$ cat src/rtl/spi_ram_pkg.sv
// Shared opcodes and read-engine state encoding for spi_burst_ram.
// Latency / backpressure: none (definitions only).
// Burst reads are compiled in when SPI_RAM_BURST_EN is defined.
package spi_ram_pkg;

    localparam logic [1:0] OP_SET_WADDR = 2'b00;
    localparam logic [1:0] OP_WRITE     = 2'b01;
    localparam logic [1:0] OP_SET_RADDR = 2'b10;
    localparam logic [1:0] OP_READ      = 2'b11;

    typedef enum logic [1:0] {
        ST_IDLE = 2'b00,
        ST_RD   = 2'b01,
        ST_HOLD = 2'b10
    } rd_state_t;

endpackage

$ cat src/rtl/spi_ram_array.sv
// Storage array: one synchronous write port, one combinational read port.
// Latency: write lands on the next rising edge; read data follows raddr in the same cycle.
// Backpressure: none; the parent owns all flow control.
module spi_ram_array #(
    parameter int DATA_W = 8,
    parameter int ADDR_W = 8
) (
    input  logic              clk,
    input  logic              we,
    input  logic [ADDR_W-1:0] waddr,
    input  logic [DATA_W-1:0] wdata,
    input  logic [ADDR_W-1:0] raddr,
    output logic [DATA_W-1:0] rdata
);

    logic [DATA_W-1:0] mem [2**ADDR_W];

    always_ff @(posedge clk) begin
        if (we) begin
            mem[waddr] <= wdata;
        end
    end

    assign rdata = mem[raddr];

endmodule

$ cat src/rtl/spi_burst_ram.sv
// Command-driven RAM behind the SPI slave; SPI_RAM_BURST_EN enables multi-word READ bursts.
// Latency: READ command cycle to first tx_valid word is 2 cycles; one word per cycle after.
// Backpressure: tx_data holds until tx_ready; commands arriving while busy are dropped (cmd_drop).
module spi_burst_ram
    import spi_ram_pkg::*;
#(
    parameter int DATA_W  = 8,
    parameter int ADDR_W  = 8,
    parameter int BURST_W = 4
) (
    input  logic              clk,
    input  logic              rst,
    input  logic              rx_valid,
    input  logic [DATA_W+1:0] rx_data,
    input  logic              tx_ready,
    output logic              tx_valid,
    output logic [DATA_W-1:0] tx_data,
    output logic              busy,
    output logic              cmd_drop
);

    if (ADDR_W > DATA_W) begin : g_bad_addr_w
        $error("ADDR_W must not exceed DATA_W");
    end
    if (BURST_W > DATA_W) begin : g_bad_burst_w
        $error("BURST_W must not exceed DATA_W");
    end

    logic [1:0]        opcode;
    logic [DATA_W-1:0] payload;
    logic              cmd_ok;
    logic              mem_we;
    logic [DATA_W-1:0] mem_rdata;

    rd_state_t         state_q, state_d;
    logic [ADDR_W-1:0] waddr_q, waddr_d;
    logic [ADDR_W-1:0] raddr_q, raddr_d;
    logic              tx_valid_d;
    logic [DATA_W-1:0] tx_data_d;
    logic              cmd_drop_d;
    logic              last_word;
`ifdef SPI_RAM_BURST_EN
    logic [BURST_W-1:0] cnt_q, cnt_d;
`endif

    assign opcode  = rx_data[DATA_W+1:DATA_W];
    assign payload = rx_data[DATA_W-1:0];
    assign busy    = (state_q != ST_IDLE);
    assign cmd_ok  = rx_valid && !busy;
    assign mem_we  = cmd_ok && (opcode == OP_WRITE);

`ifdef SPI_RAM_BURST_EN
    assign last_word = (cnt_q == '0);
`else
    assign last_word = 1'b1;
`endif

    spi_ram_array #(
        .DATA_W (DATA_W),
        .ADDR_W (ADDR_W)
    ) u_array (
        .clk   (clk),
        .we    (mem_we),
        .waddr (waddr_q),
        .wdata (payload),
        .raddr (raddr_q),
        .rdata (mem_rdata)
    );

    always_comb begin
        state_d    = state_q;
        waddr_d    = waddr_q;
        raddr_d    = raddr_q;
        tx_valid_d = tx_valid;
        tx_data_d  = tx_data;
        cmd_drop_d = rx_valid && busy;
`ifdef SPI_RAM_BURST_EN
        cnt_d      = cnt_q;
`endif
        case (state_q)
            ST_IDLE: begin
                if (cmd_ok) begin
                    case (opcode)
                        OP_SET_WADDR: waddr_d = payload[ADDR_W-1:0];
                        OP_WRITE:     waddr_d = waddr_q + ADDR_W'(1);
                        OP_SET_RADDR: raddr_d = payload[ADDR_W-1:0];
                        default: begin
`ifdef SPI_RAM_BURST_EN
                            cnt_d = payload[BURST_W-1:0];
`endif
                            state_d = ST_RD;
                        end
                    endcase
                end
            end
            ST_RD: begin
                tx_data_d  = mem_rdata;
                raddr_d    = raddr_q + ADDR_W'(1);
                tx_valid_d = 1'b1;
                state_d    = ST_HOLD;
            end
            ST_HOLD: begin
                if (tx_valid && tx_ready) begin
                    if (last_word) begin
                        tx_valid_d = 1'b0;
                        state_d    = ST_IDLE;
                    end else begin
                        // Next word is fetched on the handshake edge to sustain one word per cycle.
                        tx_data_d = mem_rdata;
                        raddr_d   = raddr_q + ADDR_W'(1);
`ifdef SPI_RAM_BURST_EN
                        cnt_d     = cnt_q - BURST_W'(1);
`endif
                    end
                end
            end
            default: state_d = ST_IDLE;
        endcase
    end

    always_ff @(posedge clk) begin
        if (rst) begin
            state_q  <= ST_IDLE;
            waddr_q  <= '0;
            raddr_q  <= '0;
            tx_valid <= 1'b0;
            tx_data  <= '0;
            cmd_drop <= 1'b0;
`ifdef SPI_RAM_BURST_EN
            cnt_q    <= '0;
`endif
        end else begin
            state_q  <= state_d;
            waddr_q  <= waddr_d;
            raddr_q  <= raddr_d;
            tx_valid <= tx_valid_d;
            tx_data  <= tx_data_d;
            cmd_drop <= cmd_drop_d;
`ifdef SPI_RAM_BURST_EN
            cnt_q    <= cnt_d;
`endif
        end
    end

endmodule
$ cat config.mk
export PLATFORM = sky130hd
export DESIGN_NAME = spi_burst_ram
export DESIGN_NICKNAME = d
export VERILOG_FILES = /design/src/rtl/spi_ram_pkg.sv /design/src/rtl/spi_ram_array.sv /design/src/rtl/spi_burst_ram.sv
export SDC_FILE = /design/constraint.sdc
export NUM_CORES = 2
export LEC_CHECK = 0
export BUFFER_PORTS_ARGS = -buffer_cell sky130_fd_sc_hd__buf_2
export CORE_ASPECT_RATIO = 1.5
export CORE_UTILIZATION = 35
export DETAILED_ROUTE_END_ITERATION = 16
export GPL_TIMING_DRIVEN = 1
export PLACE_DENSITY = 0.58
export SETUP_SLACK_MARGIN = 0.05
export SYNTH_ARGS = -nofsm -noshare
export SYNTH_HDL_FRONTEND = slang
export SYNTH_SLANG_ARGS = --single-unit
$ cat constraint.sdc
create_clock -name clk -period 5 [get_ports clk]
set_input_delay 1 -clock clk [delete_from_list [all_inputs] [get_ports clk]]
set_output_delay 1 -clock clk [all_outputs]
set_load 0.05 [all_outputs]
==> results.cfg <==
[sta]
tightest_slew_ns = 1.43
min_period_over_period = 0.799
slew_headroom = 0.0409
finClkSkew_ns = 0.0605
hold_viol = 0
drv_slew = 0
setup_viol = 0
setup_tns_ns = 0
min_period_ns = 3.99
max_freq_ghz = 0.250
rsz0062_at_grt = false

[clock_network]
h-tree-depth = 4
cts_buffers = 187
clk_latency_ns = 0.83
clock-root-buffer = clkbuf_16
clock_sinks = 2076
cts_resized = 0
clockBufferDepth = 4
cts_tree = built
post-cts-setup-buffer-count = 0
holdBufCountCts = 0
clk_pin_slew_ns = 0.07

[die]
die-area_sq_um = 233000
core_area_sq_um = 229000
die_h_um = 590
rows = 215
die_width_um = 394
ioPinCount = 25
start_util = 0.353

[synth]
yosysSeqAreaShare = 0.769
async_flop_share = 0
ys_ff_latch = 2076
synth_edf_count = 2048
yosysWarnings = 0
yosysUniqueCellTypes = 58
synth_top_cell_area_share = 0.762
synth_area_leaders = edfxtp_1 (76%), mux4_2 (12%), mux2i_1 (2.8%), nor2_1 (1.4%), dfxtp_1 (0.69%)
ys.flop_type = edfxtp_1
synth_cells = 3954
synth.avg_cell_area_sq_um = 20.4
synth_area_leader_cell = edfxtp_1
syn_area_sq_um = 80700
syn_nets = 3973

[critical_path]
cp_data_arrival_time_ns = 4.69
timing.critical_path.buf_inv = 1
critPathKind = flop to flop
required_ns = 5.70
path_cells = buf_12 -> mux2i_1 -> o22ai_1 -> a311oi_1 -> a21oi_1 -> and3_1 -> nand4b_1 -> nand3_1
cp_slowest_stage_delay_ns = 1.12
worstPathMaxFanout = 119
slowest_stage = a311oi_1
cp-start-kind = flop
critPathTopFamily = compound AO/OA/AOI/OAI gates
end_kind = flop

[grt]
grt_pass1_wl_mm = 298
grt_pass1_vias = 40754
grt_overflow = 0
grt_max_degree = 132
grtUsageTotal = 0.177
antenna_found_initial = 3

[layout]
final_common_cell = edfxtp_1
final_cell_mix = edfxtp_1 (2048), mux4_2 (433), nor2_1 (291)
layout.nets = 4085
multi_input_area_sq_um = 17300
seqCellArea_sq_um = 62100
fillCellCount = 20207
drive_above_1_share = 0.212
area_delta_synth_final_pct = 12.2
fin_util = 0.396

[drt]
firstDrtPassIters = 5
wl_per_cell_um = 28.8
vias = 38999
antenna_left = 0
vias_per_cell = 5.39
drt_iter0_markers = 3707
drc_errors = 0
wl_mm = 208

[run_status]
status = finished clean

[job]
max_cap_violations = 0

[placed_design]
portBuffers = 24
gp_congestion = 0.860
dpl.hpwl_mm = 132

[power]
ir_drop_mv = 0.254
p_leak_uw = 0.0266
power.density_nw_per_um2 = 385

[worst_hold_path]
hp-class = flop to flop
## logic make-up (layout without fill, tap and decap cells)
kind of cell	Yosys count	count (layout)	share of synthesized area
other	0	1	0
AO/OA/AOI/OAI	365	365	0.0314
flip-flops	2076	2076	0.769
AND/OR/NAND/NOR	599	599	0.0320
adder cells (fa/ha/maj)	5	5	0.000775
buffers and inverters	245	493	0.0175
multiplexers	664	664	0.150
## final cells by class
| type | instances | area share |
|---|---|---|
| diodes | 1 | 0.0000276 |
| inverters | 11 | 0.000484 |
| multi-input cells | 1633 | 0.191 |
| well taps | 3038 | 0.0420 |
| repair buffers | 157 | 0.0161 |
| clock buffers | 220 | 0.0545 |
| clock inverters | 105 | 0.0100 |
| flip-flops and latches | 2076 | 0.685 |
## synthesized netlist by cell type, types with 5 or more instances
cell type	count
dfxtp_1	28
a211oi_1	41
nand4_1	12
mux2_2	8
nor2b_1	10
inv_1	10
mux4_2	433
a21oi_1	37
nor3_1	40
edfxtp_1	2048
nand2b_1	5
nand2_1	142
o2111ai_1	6
ha_1	5
buf_4	44
mux2i_1	222
o21ai_0	51
a2111oi_0	8
nor4_1	19
nand3_1	48
clkbuf_1	93
a31oi_1	12
nor2_1	292
o211ai_1	13
buf_6	35
o22ai_1	68
o221ai_1	40
buf_1	11
o21ai_1	10
buf_2	51
a221oi_1	9
a22oi_1	28
and2_1	5
a22o_1	16
and3_1	7
a32o_1	6
a311oi_1	9
## final timing paths
kind / start / end / slack [ns] / depth (start not counted)
worst max-delay path: raddr_q[0]$_SDFFE_PP0P_ / tx_data[6]$_SDFFE_PP0P_ / 1.01 / 8
worst min-delay path: tx_data[5]$_SDFFE_PP0P_ / tx_data[5]$_SDFFE_PP0P_ / 0.49 / 1
worst max register to register: raddr_q[0]$_SDFFE_PP0P_ / tx_data[6]$_SDFFE_PP0P_ / 1.01 / 8
worst min register to register: tx_data[5]$_SDFFE_PP0P_ / tx_data[5]$_SDFFE_PP0P_ / 0.49 / 1
## state kept, by name, indices dropped and copies added (netlist names)
signal and flops:
u_array.mem 2048, raddr_q 8, tx_data 8, waddr_q 8
state_q 2, cmd_drop 1, tx_valid 1
## per-stage QoR
stage / area [sq um] / setup WS, ns / instances / hold slack [ns] / total power, uW
2_1_floorplan: 80700 / 2.14 / 3954 / 0.477 / 20500
3_3_place_gp: 84700 / 0.835 / 6915 / 0.444 / 21200
3_5_place_dp: 84700 / 0.819 / 6915 / 0.470 / 21200
4_1_cts: 90600 / 0.996 / 7240 / 0.484 / 35200
5_1_grt: 90600 / 0.941 / 7241 / 0.519 / 35800
6_report: 90600 / 1.01 / 7241 / 0.485 / 34900
## report_power, final
part	switching [uW]	internal (uW)	total, uW
Clock	6290	7780	14100
Combinational	1080	587	1670
Sequential	47.1	19100	19200
## metal layers
layer / part of all wire / wire length [um] / track usage
met1: 0.37 / 77000 / 0.207
met2: 0.54 / 113000 / 0.325
met3: 0.044 / 9210 / 0.0174
met4: 0.046 / 9540 / 0.0779
met5: 0 / 0 / 0
(Power assumes the default switching activity.)
